### src/rtl/coproc_pkg.sv
// Shared definitions for the coprocessor matrix datapath: element geometry,
// matrix size codes and the writeback state encoding.
package coproc_pkg;

  localparam int ELEM_WIDTH  = 8;
  localparam int MAX_ELEMS   = 25;
  localparam int MATRIX_BITS = 200;
  localparam int IDX_WIDTH   = 5;

  localparam logic [1:0] SIZE_2X2 = 2'b00;
  localparam logic [1:0] SIZE_3X3 = 2'b01;
  localparam logic [1:0] SIZE_4X4 = 2'b10;
  localparam logic [1:0] SIZE_5X5 = 2'b11;

  typedef enum logic [1:0] {
    ST_IDLE  = 2'd0,
    ST_WRITE = 2'd1,
    ST_DONE  = 2'd2
  } wb_state_e;

endpackage

### src/rtl/matrix_elem_count.sv
// Maps a matrix size code to its number of active elements (N*N); shared with
// the arithmetic units so the count rule has a single definition.
module matrix_elem_count
  import coproc_pkg::*;
(
  input  logic [1:0]           size_code,
  output logic [IDX_WIDTH-1:0] elem_count
);

  always_comb begin
    elem_count = 5'd4;
    case (size_code)
      SIZE_2X2: elem_count = 5'd4;
      SIZE_3X3: elem_count = 5'd9;
      SIZE_4X4: elem_count = 5'd16;
      SIZE_5X5: elem_count = 5'd25;
      default:  elem_count = 5'd4;
    endcase
  end

endmodule

### src/rtl/matrix_writeback.sv
// Writeback stage: captures a packed int8 matrix result on start and streams its
// active elements to memory one byte per valid/ready transfer, then pulses done.
module matrix_writeback
  import coproc_pkg::*;
#(
  parameter int ADDR_WIDTH = 9
) (
  input  logic                   clk,
  input  logic                   rst_n,
  input  logic                   start,
  input  logic [ADDR_WIDTH-1:0]  base_addr,
  input  logic [1:0]             matrix_size,
  input  logic [MATRIX_BITS-1:0] result_in,
  input  logic                   overflow_in,
  output logic                   busy,
  output logic                   done,
  output logic                   status_overflow,
  output logic                   mem_wr_en,
  output logic [ADDR_WIDTH-1:0]  mem_addr,
  output logic [ELEM_WIDTH-1:0]  mem_wdata,
  input  logic                   mem_ready
);

  wb_state_e               state_q, state_d;
  logic [IDX_WIDTH-1:0]    idx_q, idx_d;
  logic [MATRIX_BITS-1:0]  mat_q, mat_d;
  logic                    ovf_q, ovf_d;
  logic [ADDR_WIDTH-1:0]   base_q, base_d;
  logic [IDX_WIDTH-1:0]    cnt_q, cnt_d;
  logic                    busy_q, busy_d;
  logic                    done_q, done_d;
  logic                    stat_q, stat_d;
  logic                    wr_en_q, wr_en_d;
  logic [ADDR_WIDTH-1:0]   addr_q, addr_d;
  logic [ELEM_WIDTH-1:0]   wdata_q, wdata_d;

  logic [IDX_WIDTH-1:0]    size_cnt;
  logic [IDX_WIDTH-1:0]    idx_nxt;
  logic                    last_elem;
  logic                    xfer;

  matrix_elem_count u_elem_count (
    .size_code  (matrix_size),
    .elem_count (size_cnt)
  );

  assign idx_nxt   = idx_q + 5'd1;
  assign last_elem = (idx_q == (cnt_q - 5'd1));
  assign xfer      = wr_en_q & mem_ready;

  // Address and data for the next element are precomputed so both outputs stay registered.
  always_comb begin
    state_d = state_q;
    idx_d   = idx_q;
    mat_d   = mat_q;
    ovf_d   = ovf_q;
    base_d  = base_q;
    cnt_d   = cnt_q;
    busy_d  = busy_q;
    done_d  = 1'b0;
    stat_d  = stat_q;
    wr_en_d = wr_en_q;
    addr_d  = addr_q;
    wdata_d = wdata_q;
    case (state_q)
      ST_IDLE: begin
        if (start) begin
          state_d = ST_WRITE;
          mat_d   = result_in;
          ovf_d   = overflow_in;
          base_d  = base_addr;
          cnt_d   = size_cnt;
          idx_d   = '0;
          busy_d  = 1'b1;
          wr_en_d = 1'b1;
          addr_d  = base_addr;
          wdata_d = result_in[ELEM_WIDTH-1:0];
        end
      end
      ST_WRITE: begin
        if (xfer) begin
          if (last_elem) begin
            state_d = ST_DONE;
            wr_en_d = 1'b0;
            done_d  = 1'b1;
            stat_d  = ovf_q;
          end else begin
            idx_d   = idx_nxt;
            addr_d  = base_q + ADDR_WIDTH'(idx_nxt);
            wdata_d = mat_q[{idx_nxt, 3'b000} +: ELEM_WIDTH];
          end
        end
      end
      ST_DONE: begin
        state_d = ST_IDLE;
        busy_d  = 1'b0;
      end
      default: begin
        state_d = ST_IDLE;
        busy_d  = 1'b0;
        wr_en_d = 1'b0;
      end
    endcase
  end

  always_ff @(posedge clk or negedge rst_n) begin
    if (!rst_n) begin
      state_q <= ST_IDLE;
      idx_q   <= '0;
      busy_q  <= 1'b0;
      done_q  <= 1'b0;
      stat_q  <= 1'b0;
      wr_en_q <= 1'b0;
      addr_q  <= '0;
      wdata_q <= '0;
    end else begin
      state_q <= state_d;
      idx_q   <= idx_d;
      busy_q  <= busy_d;
      done_q  <= done_d;
      stat_q  <= stat_d;
      wr_en_q <= wr_en_d;
      addr_q  <= addr_d;
      wdata_q <= wdata_d;
    end
  end

  // Captured operands are only read while WRITE is active, so they need no reset.
  always_ff @(posedge clk) begin
    mat_q  <= mat_d;
    ovf_q  <= ovf_d;
    base_q <= base_d;
    cnt_q  <= cnt_d;
  end

  assign busy            = busy_q;
  assign done            = done_q;
  assign status_overflow = stat_q;
  assign mem_wr_en       = wr_en_q;
  assign mem_addr        = addr_q;
  assign mem_wdata       = wdata_q;

endmodule

### config.mk
export PLATFORM = sky130hd
export DESIGN_NAME = matrix_writeback
export DESIGN_NICKNAME = d
export VERILOG_FILES = /design/src/rtl/coproc_pkg.sv /design/src/rtl/matrix_elem_count.sv /design/src/rtl/matrix_writeback.sv
export SDC_FILE = /design/constraint.sdc
export NUM_CORES = 1
export LEC_CHECK = 0
export ABC_AREA = 1
export CAP_MARGIN = 40
export CORE_MARGIN = 4
export CORE_UTILIZATION = 46
export DETAILED_ROUTE_END_ITERATION = 10
export PLACE_DENSITY_LB_ADDON = 0.05
export SLEW_MARGIN = 20
export SYNTH_ARGS = -nofsm -noshare
export SYNTH_HDL_FRONTEND = slang
export SYNTH_SLANG_ARGS = --single-unit
### constraint.sdc
create_clock -name clk -period 5.5 [get_ports clk]
set_input_delay 1.1 -clock clk [delete_from_list [all_inputs] [get_ports clk]]
set_output_delay 1.1 -clock clk [all_outputs]
set_load 0.1 [all_outputs]
Yosys cells after proc, flatten, opt, wreduce, memory -nomap -nowiden
Cells that the tools add are included.
{"block": "word_totals", "inputBits": 216, "regBits": 243, "elab_cells": 63, "output_inout_bits": 21}
{"block": "classes", "bitwise": 3, "n_eq_ne": 10, "reduce_logical": 9, "add_sub_neg": 3, "n_shift": 1, "mux": 25}
{"op": "200-bit by 9-bit variable part select with 8-bit output", "n": 1}
{"op": "9-bit two-way mux", "n": 3}
{"op": "8-bit two-way mux", "n": 3}
{"op": "5-bit one-hot mux with 4 select lines", "n": 1}
{"op": "9-bit one-hot mux with 2 select lines", "n": 1}
{"op": "8-bit one-hot mux with 2 select lines", "n": 1}
{"op": "5-bit two-way mux", "n": 3}
{"op": "5-bit one-hot mux with 2 select lines", "n": 1}
{"op": "9-bit by 5-bit adder with 9-bit output", "n": 1}
{"op": "2-bit inequality test, second input constant", "n": 4}
{"op": "4-bit AND reduction", "n": 2}
{"op": "2-bit equality test, second input constant", "n": 3}
{"op": "1-bit two-way mux", "n": 6}
{"op": "2-bit two-way mux", "n": 3}
{"op": "3-bit AND reduction", "n": 2}
{"op": "5-bit by 1-bit adder with 5-bit output, second input constant", "n": 1}
{"op": "5-bit equality test", "n": 1}
{"op": "5-bit by 1-bit subtractor with 5-bit output, second input constant", "n": 1}
{"op": "2-bit by 1-bit equality test with 1-bit output, second input constant", "n": 2}
{"op": "2-bit logical NOT", "n": 2}
{"op": "2-bit one-hot mux with 2 select lines", "n": 1}
{"op": "2-bit AND reduction", "n": 2}
{"op": "1-bit one-hot mux with 3 select lines", "n": 1}
{"op": "1-bit inverter", "n": 2}
{"op": "3 further kinds", "n": 3}

Longest topological paths before layout
Gate-level depths: netlist of the first run.
{"block": "depth", "ltp_word": 5, "mapped_depth": 14, "depth_no_buf": 13}

Cells and area by module
A second synthesis of the first run with hierarchy kept.
{"block": "unflattened", "cells_unflattened": 989, "hier_area_um2": 10487.6}
{"mod": "matrix_writeback", "seq_area_each_um2": 7156.9, "cells_per_inst": 983, "area_each_um2": 10457.5, "instances": 1}
{"mod": "matrix_elem_count", "seq_area_each_um2": 0.0, "cells_per_inst": 6, "area_each_um2": 30.0, "instances": 1}

Worst setup path before layout of the first run
Ideal clock, no wire load.
{"block": "synth_timing", "path_type": "input-to-reg", "startpoint": "input start", "endpoint": "register base_q[0] (enable)", "n_path_buf": 0, "stages": 2, "t_required_ns": 4.935, "arrival_ns": 5.298, "slack_ns": -0.363, "setup_ns": 0.565, "cell_sequence": "nand2_1 -> inv_1"}
{"block": "synth_via", "elab_chain_len": 1}
{"element": "from (decl)", "line": "matrix_writeback.sv:10", "text": "input logic start,"}
{"element": "2-bit AND reduction (no source line)"}
{"element": "to (signal assigned)", "line": "matrix_writeback.sv:132", "text": "base_q <= base_d;"}
{"element": "to (decl)", "line": "matrix_writeback.sv:28", "text": "logic [ADDR_WIDTH-1:0] base_q, base_d;"}
No other way between the ends.
A chain may end at the register's enable or synchronous reset.

Worst setup path in the final report of the first run
{"block": "layout_timing", "startpoint": "register state_q[0]", "endpoint": "register wdata_q[4], in the netlist mem_wdata[4]"}
{"block": "layout_via", "elab_chain_len": 3, "elab_cells_between_ends": 8, "cone_classes": "eq/ne: 4; mux: 1; reduce/logical: 3"}
{"element": "from (decl)", "line": "matrix_writeback.sv:24", "text": "wb_state_e state_q, state_d;"}
{"element": "from (signal assigned)", "line": "matrix_writeback.sv:117", "text": "state_q <= state_d;"}
{"element": "2-bit by 1-bit equality test with 1-bit output / 2-bit logical NOT (equally long branches)", "line": "matrix_writeback.sv:65", "text": "case (state_q)"}
{"element": "2-bit inequality test (no source line) / 2-bit nonzero test (equally long branches)"}
{"element": "4-bit AND reduction (no source line)"}
{"element": "to (signal assigned)", "line": "matrix_writeback.sv:124", "text": "wdata_q <= wdata_d;"}
{"element": "to (decl)", "line": "matrix_writeback.sv:35", "text": "logic [ELEM_WIDTH-1:0] wdata_q, wdata_d;"}
Several ways; a longest one is shown, not always the timed one.

==> flow_summary.ini, run 1 <==
[worst_setup_path]
critPathKind = reg2reg
crit_fanout = 23
end_kind = flop
r2r-start = state_q[0]
cp.required_ns = 5.93
worstPathArrival_ns = 3.24
crit_path_start = state_q[0]
startpoint_type = flop

[routing]
drc = 0
postRouteAntennaNets = 0
routedWlPerCell_um = 17.0
first_pass_iters = 5
drt-total-wl_um = 27300
drt_iter0_markers = 627
via_per_inst = 4.86
num_vias = 7820

[clock_network]
postCtsSetupRepairBufs = 0
clockBufferDepth = 3
clkLatencyLatePin_ns = 0.53
cts_resized = 0
clock-sinks = 241
htree_levels = 1
clk_pin_slew_ns = 0.06
hold_buffers = 0
root_buffer = clkbuf_16
tritoncts = built
cts_made_buffers = 26

[die]
rows = 55
design.portCount = 237
die_x_um = 160
die_height_um = 160
start_util_pct = 46.8
dieArea_um2 = 25600
core_um2 = 22700

[synthesis]
synthSimpleGateAreaFrac_pct = 22.4
synthDistinctLibCells = 37
ys_warn_count = 0
ys_ff_latch = 241
synth_xor_area_share_pct = 0.859
postSynthAreaPerCell_um2 = 10.2
synthMuxAreaShare_pct = 0
synth-adder-area-share_pct = 1.25
synth_cells = 1047
syn-num-nets = 1273
synth_compound_area_share_pct = 1.88
yosysSeqAreaShare_pct = 66.7
synth_top_family_by_area = simple AND/OR/NAND/NOR gates
synth.cell_area_um2 = 10600

[placed_design]
gp_congestion = 0.825
place_hpwl_um = 19200
port_buffers = 236
pre_cts_ws_ns = 2.45
post-place-cells = 1557

[sta]
clock_skew_ns = 0.0107
tightest_slew_ns = 0.806
period_minus_slack_ns = 2.81
fin_ws_ns = 2.69
finalSetupViolations = 0
finalCritPeriodShare_pct = 51.1
fin_setup_tns_ns = 0
hold_viol_final = 0
slew_headroom_pct = 46.2
slew_violations = 0
fmax_ghz = 0.356
rsz0062_at_grt = false

[min_path]
hp-start = ovf_q
min_path_type = reg2reg

[grt]
antenna_found_initial = 2
grt_pass1_wl_um = 42700
grt_overflow = 0
grt_use_total_pct = 21.1
grt_max_degree = 63
grt_pass1_vias = 7801

[finish]
nNetsFinal = 1526
drive_gt1_share_pct = 7.35
fin_cells = 1608
syn2layout_area_growth_pct = 37.1
fillCellCount = 1850

[run_status]
status = finished, final reports clean

[pwr]
leakagePower_nw = 6.14
ir_drop_mv = 0.330
p_per_area_nw_per_um2 = 541

[job]
cap_violations = 0
metal layers:
layer  up-vias  track usage (%)  share of wire, %
met5         -                0                 0
met1      3609             29.4                43
met3        39             4.08               7.1
met2       259             34.8                48
met4         0             4.89               2.1
li1       3913                -                 -
flip-flops by register name (all words and copies together), names as in the netlist:
register         count
status_overflow      1
mat_q              200
done                 1
mem_wr_en            1
idx_q                5
state_q              2
mem_wdata            8
busy                 1
cnt_q                3
ovf_q                1
mem_addr             9
base_q               9
worst max-delay path: stages, from the launching register on:
cell and delay [ns]:
dfrtp_1 0.69, inv_1 0.11, nor2_2 0.53, nand2_1 0.14, nand2_1 0.14, nor2_1 0.07
nand2_2 0.37, inv_2 0.27, or2_0 0.27, nand2_1 0.07, inv_1 0.03
kinds of logic after synthesis:
| group | after synthesis |
|---|---|
| AO/OA/AOI/OAI | 36 |
| XOR/XNOR | 7 |
| adder cells (fa/ha/maj) | 10 |
| buffers and inverters | 180 |
| flip-flops | 241 |
| AND/OR/NAND/NOR | 573 |
cell usage after synthesis, drive strengths merged:
cell type	n	area share, %
nor3	1	0.047
ha	9	1.1
edfxtp	213	60
xnor2	3	0.32
clkbuf	18	0.64
o21a	1	0.071
nor2	66	2.5
xor2	4	0.54
inv	134	4.7
or2	6	0.35
fa	1	0.19
and2	1	0.059
o211ai	1	0.071
o221ai	1	0.082
a21oi	5	0.24
buf	28	1.5
o21ai	23	1.1
a21boi	1	0.071
o21bai	1	0.071
nand3	140	6.7
nand2	355	13
nand4	3	0.18
o31ai	2	0.14
dfrtp	28	6.6
o22ai	1	0.059
nand3b	1	0.071
through the flow:
| stage | power (W) | instance area (um^2) | hold WS (ns) | util, % |
|---|---|---|---|---|
| floorplan | 0.00488 | 10600 | 0.418 | - |
| detailed placement | 0.00615 | 13700 | 0.429 | 60.2 |
| finish | 0.00789 | 14600 | 0.445 | 64.2 |
| global placement | 0.00579 | 13200 | 0.419 | 58.2 |
| global route | 0.00841 | 14600 | 0.505 | 64.2 |
| CTS | 0.00797 | 14600 | 0.456 | 64.2 |
report_power, final:
group	switching (W)	internal [W]
combinational	0.00233	0.00122
clock	0.000713	0.00109
sequential	0.000152	0.00238
final cells by class:
cell class | instances | area (um^2) | share of cell area, %
clock buffer | 30 | 696 | 4.77
inverter | 134 | 508 | 3.48
tap | 285 | 357 | 2.45
timing repair buffer | 271 | 2890 | 19.8
sequential | 241 | 7100 | 48.7
antenna | 3 | 7.51 | 0.0515
multi-input combinational | 626 | 2820 | 19.4
clock inverter | 18 | 201 | 1.38
cells in the final DEF (no fill, tap or decap), drive strengths merged:
master         instances
a21boi                 1
a21oi                  5
and2                   1
buf                   35
bufinv                 4
clkbuf                30
clkdlybuf4s50        236
clkinv                14
clkinvlp               2
dfrtp                 28
diode                  3
edfxtp               213
fa                     1
ha                     9
inv                  132
nand2                355
nand3                140
nand3b                 1
nand4                  3
nor2                  66
nor3                   1
o211ai                 1
o21a                   1
o21ai                 23
o21bai                 1
o221ai                 1
o22ai                  1
o31ai                  2
or2                    6
xnor2                  3
xor2                   4
final timing paths:
check | cells after the start | end | slack (ns)
max in group asynchronous | 2 | idx_q[0] | 4.21
min in group asynchronous | 2 | mem_wdata[6] | 0.97
min reg2reg | 2 | status_overflow | 0.44
max | 10 | mem_wdata[4] | 2.69
max reg2reg | 10 | mem_wdata[4] | 2.69
min | 2 | status_overflow | 0.44
(Power assumes the default switching activity.)
==> run 2, diff against run 1 <==
--- a/config.mk
+++ b/config.mk
@@ -8,7 +8,7 @@
 export ABC_AREA = 1
 export CAP_MARGIN = 40
 export CORE_MARGIN = 4
-export CORE_UTILIZATION = 46
+export CORE_UTILIZATION = 51
 export DETAILED_ROUTE_END_ITERATION = 10
 export PLACE_DENSITY_LB_ADDON = 0.05
 export SLEW_MARGIN = 20
==> constraint.sdc (replaced) <==
create_clock -name clk -period 2.65 [get_ports clk]
set_input_delay 0.53 -clock clk [delete_from_list [all_inputs] [get_ports clk]]
set_output_delay 0.53 -clock clk [all_outputs]
set_load 0.1 [all_outputs]
==> run 2 against run 1 <==
- core utilization increased by 5.1 points
- clock-buffer cell count increased by 8
- maximum frequency increased by 20%
- final cell count decreased by 1.8%
- clock power increased by 83%
- final area decreased by 3.2%
- register-to-register slack got worse by 2.4 ns
- sequential share of layout area increased by 1.6 points
- routed wire length decreased by 1.4%
- combinational power increased by 96%
- largest cell class unchanged
==> flow_summary.ini, run 2 (synthesis gave the netlist of run 1 again) <==
[sta]
finalSetupViolations = 0
fin_setup_tns_ns = 0
fmax_ghz = 0.427
finalCritPeriodShare_pct = 88.4
rsz0062_at_grt = false
clock_skew_ns = 0.0159
slew_headroom_pct = 51.2
slew_violations = 0
period_minus_slack_ns = 2.34
hold_viol_final = 0
tightest_slew_ns = 0.730

[finish]
layout_commonest_cell = nand2_1
fillCellCount = 1570
final_cell_mix = nand2_1 (353), clkdlybuf4s50_1 (215), edfxtp_1 (213)
largest_reg_flops = 200
fin_cells = 1579
nNetsFinal = 1515
antenna_cells = 0
final_design_area_no_fill_um2 = 14100
syn2layout_area_growth_pct = 32.7
post-route-util_pct = 69.3
drive_gt1_share_pct = 7.18
regMostFlops = mat_q

[routing]
drc = 0
drt-total-wl_um = 26900
routedWlPerCell_um = 17.0
drt_iter0_markers = 530
first_pass_iters = 5
num_vias = 7912
via_per_inst = 5.01
postRouteAntennaNets = 0

[min_path]
min_path_type = in2async

[placed_design]
place_area_um2 = 13300
gp_congestion = 0.844
port_buffers = 236
post-place-cells = 1531
place_hpwl_um = 19000

[clock_network]
clockBufferDepth = 3
hold_buffers = 0
tritoncts = built
clock-sinks = 241
root_buffer = clkbuf_16
cts_made_buffers = 26
postCtsSetupRepairBufs = 0
htree_levels = 1
cts_resized = 0
clkLatencyLatePin_ns = 0.53
clk_pin_slew_ns = 0.06

[pwr]
p_per_area_nw_per_um2 = 1100
finalPower_w = 0.0155
leakagePower_nw = 5.96
ir_drop_mv = 0.635

[worst_setup_path]
cp.required_ns = 3.05
crit_path_start = idx_q[0]
worstPathArrival_ns = 2.74
r2r-start = idx_q[0]
startpoint_type = flop
crit_fanout = 5
end_kind = flop
critPathKind = reg2reg

[die]
start_util_pct = 52.2
die_x_um = 152
core_um2 = 20400
rows = 52
dieArea_um2 = 23200
design.portCount = 237
die_height_um = 152

[grt]
grt_overflow = 0
antenna_found_initial = 0
grt_max_degree = 76
grt_use_total_pct = 22.6
grt_pass1_wl_um = 41700
grt_pass1_vias = 7808

[job]
cap_violations = 0

[run_status]
status = finished, final reports clean
-- run 2: worst max-delay path: stages (launching register included) --
cell,delay (ns)
dfrtp_4,0.52
ha_2,0.24
nand3_1,0.11
xor2_1,0.33
ha_1,0.31
nand2_1,0.07
inv_1,0.06
a21boi_0,0.17
a21oi_1,0.10
nand2_1,0.06
nand2_1,0.04
o21ai_0,0.14
nand2_1,0.07
-- run 2: worst paths after layout --
kind,end,slack [ns],cells after the start
max,mem_addr[8],0.31,12
min,mem_wdata[6],0.41,2
max reg2reg,mem_addr[8],0.31,12
min reg2reg,status_overflow,0.44,2
max in group asynchronous,idx_q[0],1.93,2
min in group clk,status_overflow,0.44,2
-- run 2: where the power goes --
part / switching [W] / internal, W
Clock: 0.00140 / 0.00191
Sequential: 0.000285 / 0.00495
Combinational: 0.00485 / 0.00212
Total: 0.00654 / 0.00898
-- run 2: cell type report --
type	count	area (um^2)	share of cell area, %
repair buffers	260	2570	18.2
clock inverters	10	80.1	0.567
flip-flops and latches	241	7100	50.3
well taps	270	338	2.39
clock buffers	38	696	4.93
inverters	134	508	3.60
multi-input cells	626	2830	20.0
-- run 2: metal layers --
layer / routed length (um) / track usage (%) / up-vias
li1: - / - / 3891
met1: 11500 / 31.4 / 3677
met2: 12800 / 36.9 / 288
met3: 1830 / 4.26 / 56
met4: 759 / 6.07 / 0
met5: 0 / 0 / -
-- run 2: stage by stage --
step                worst slack (ns)  hold slack (ns)
floorplan                      -1.49            0.234
global placement               0.235            0.424
detailed placement             0.139            0.436
CTS                            0.121            0.408
global route                  0.0968            0.439
finish                         0.309            0.411
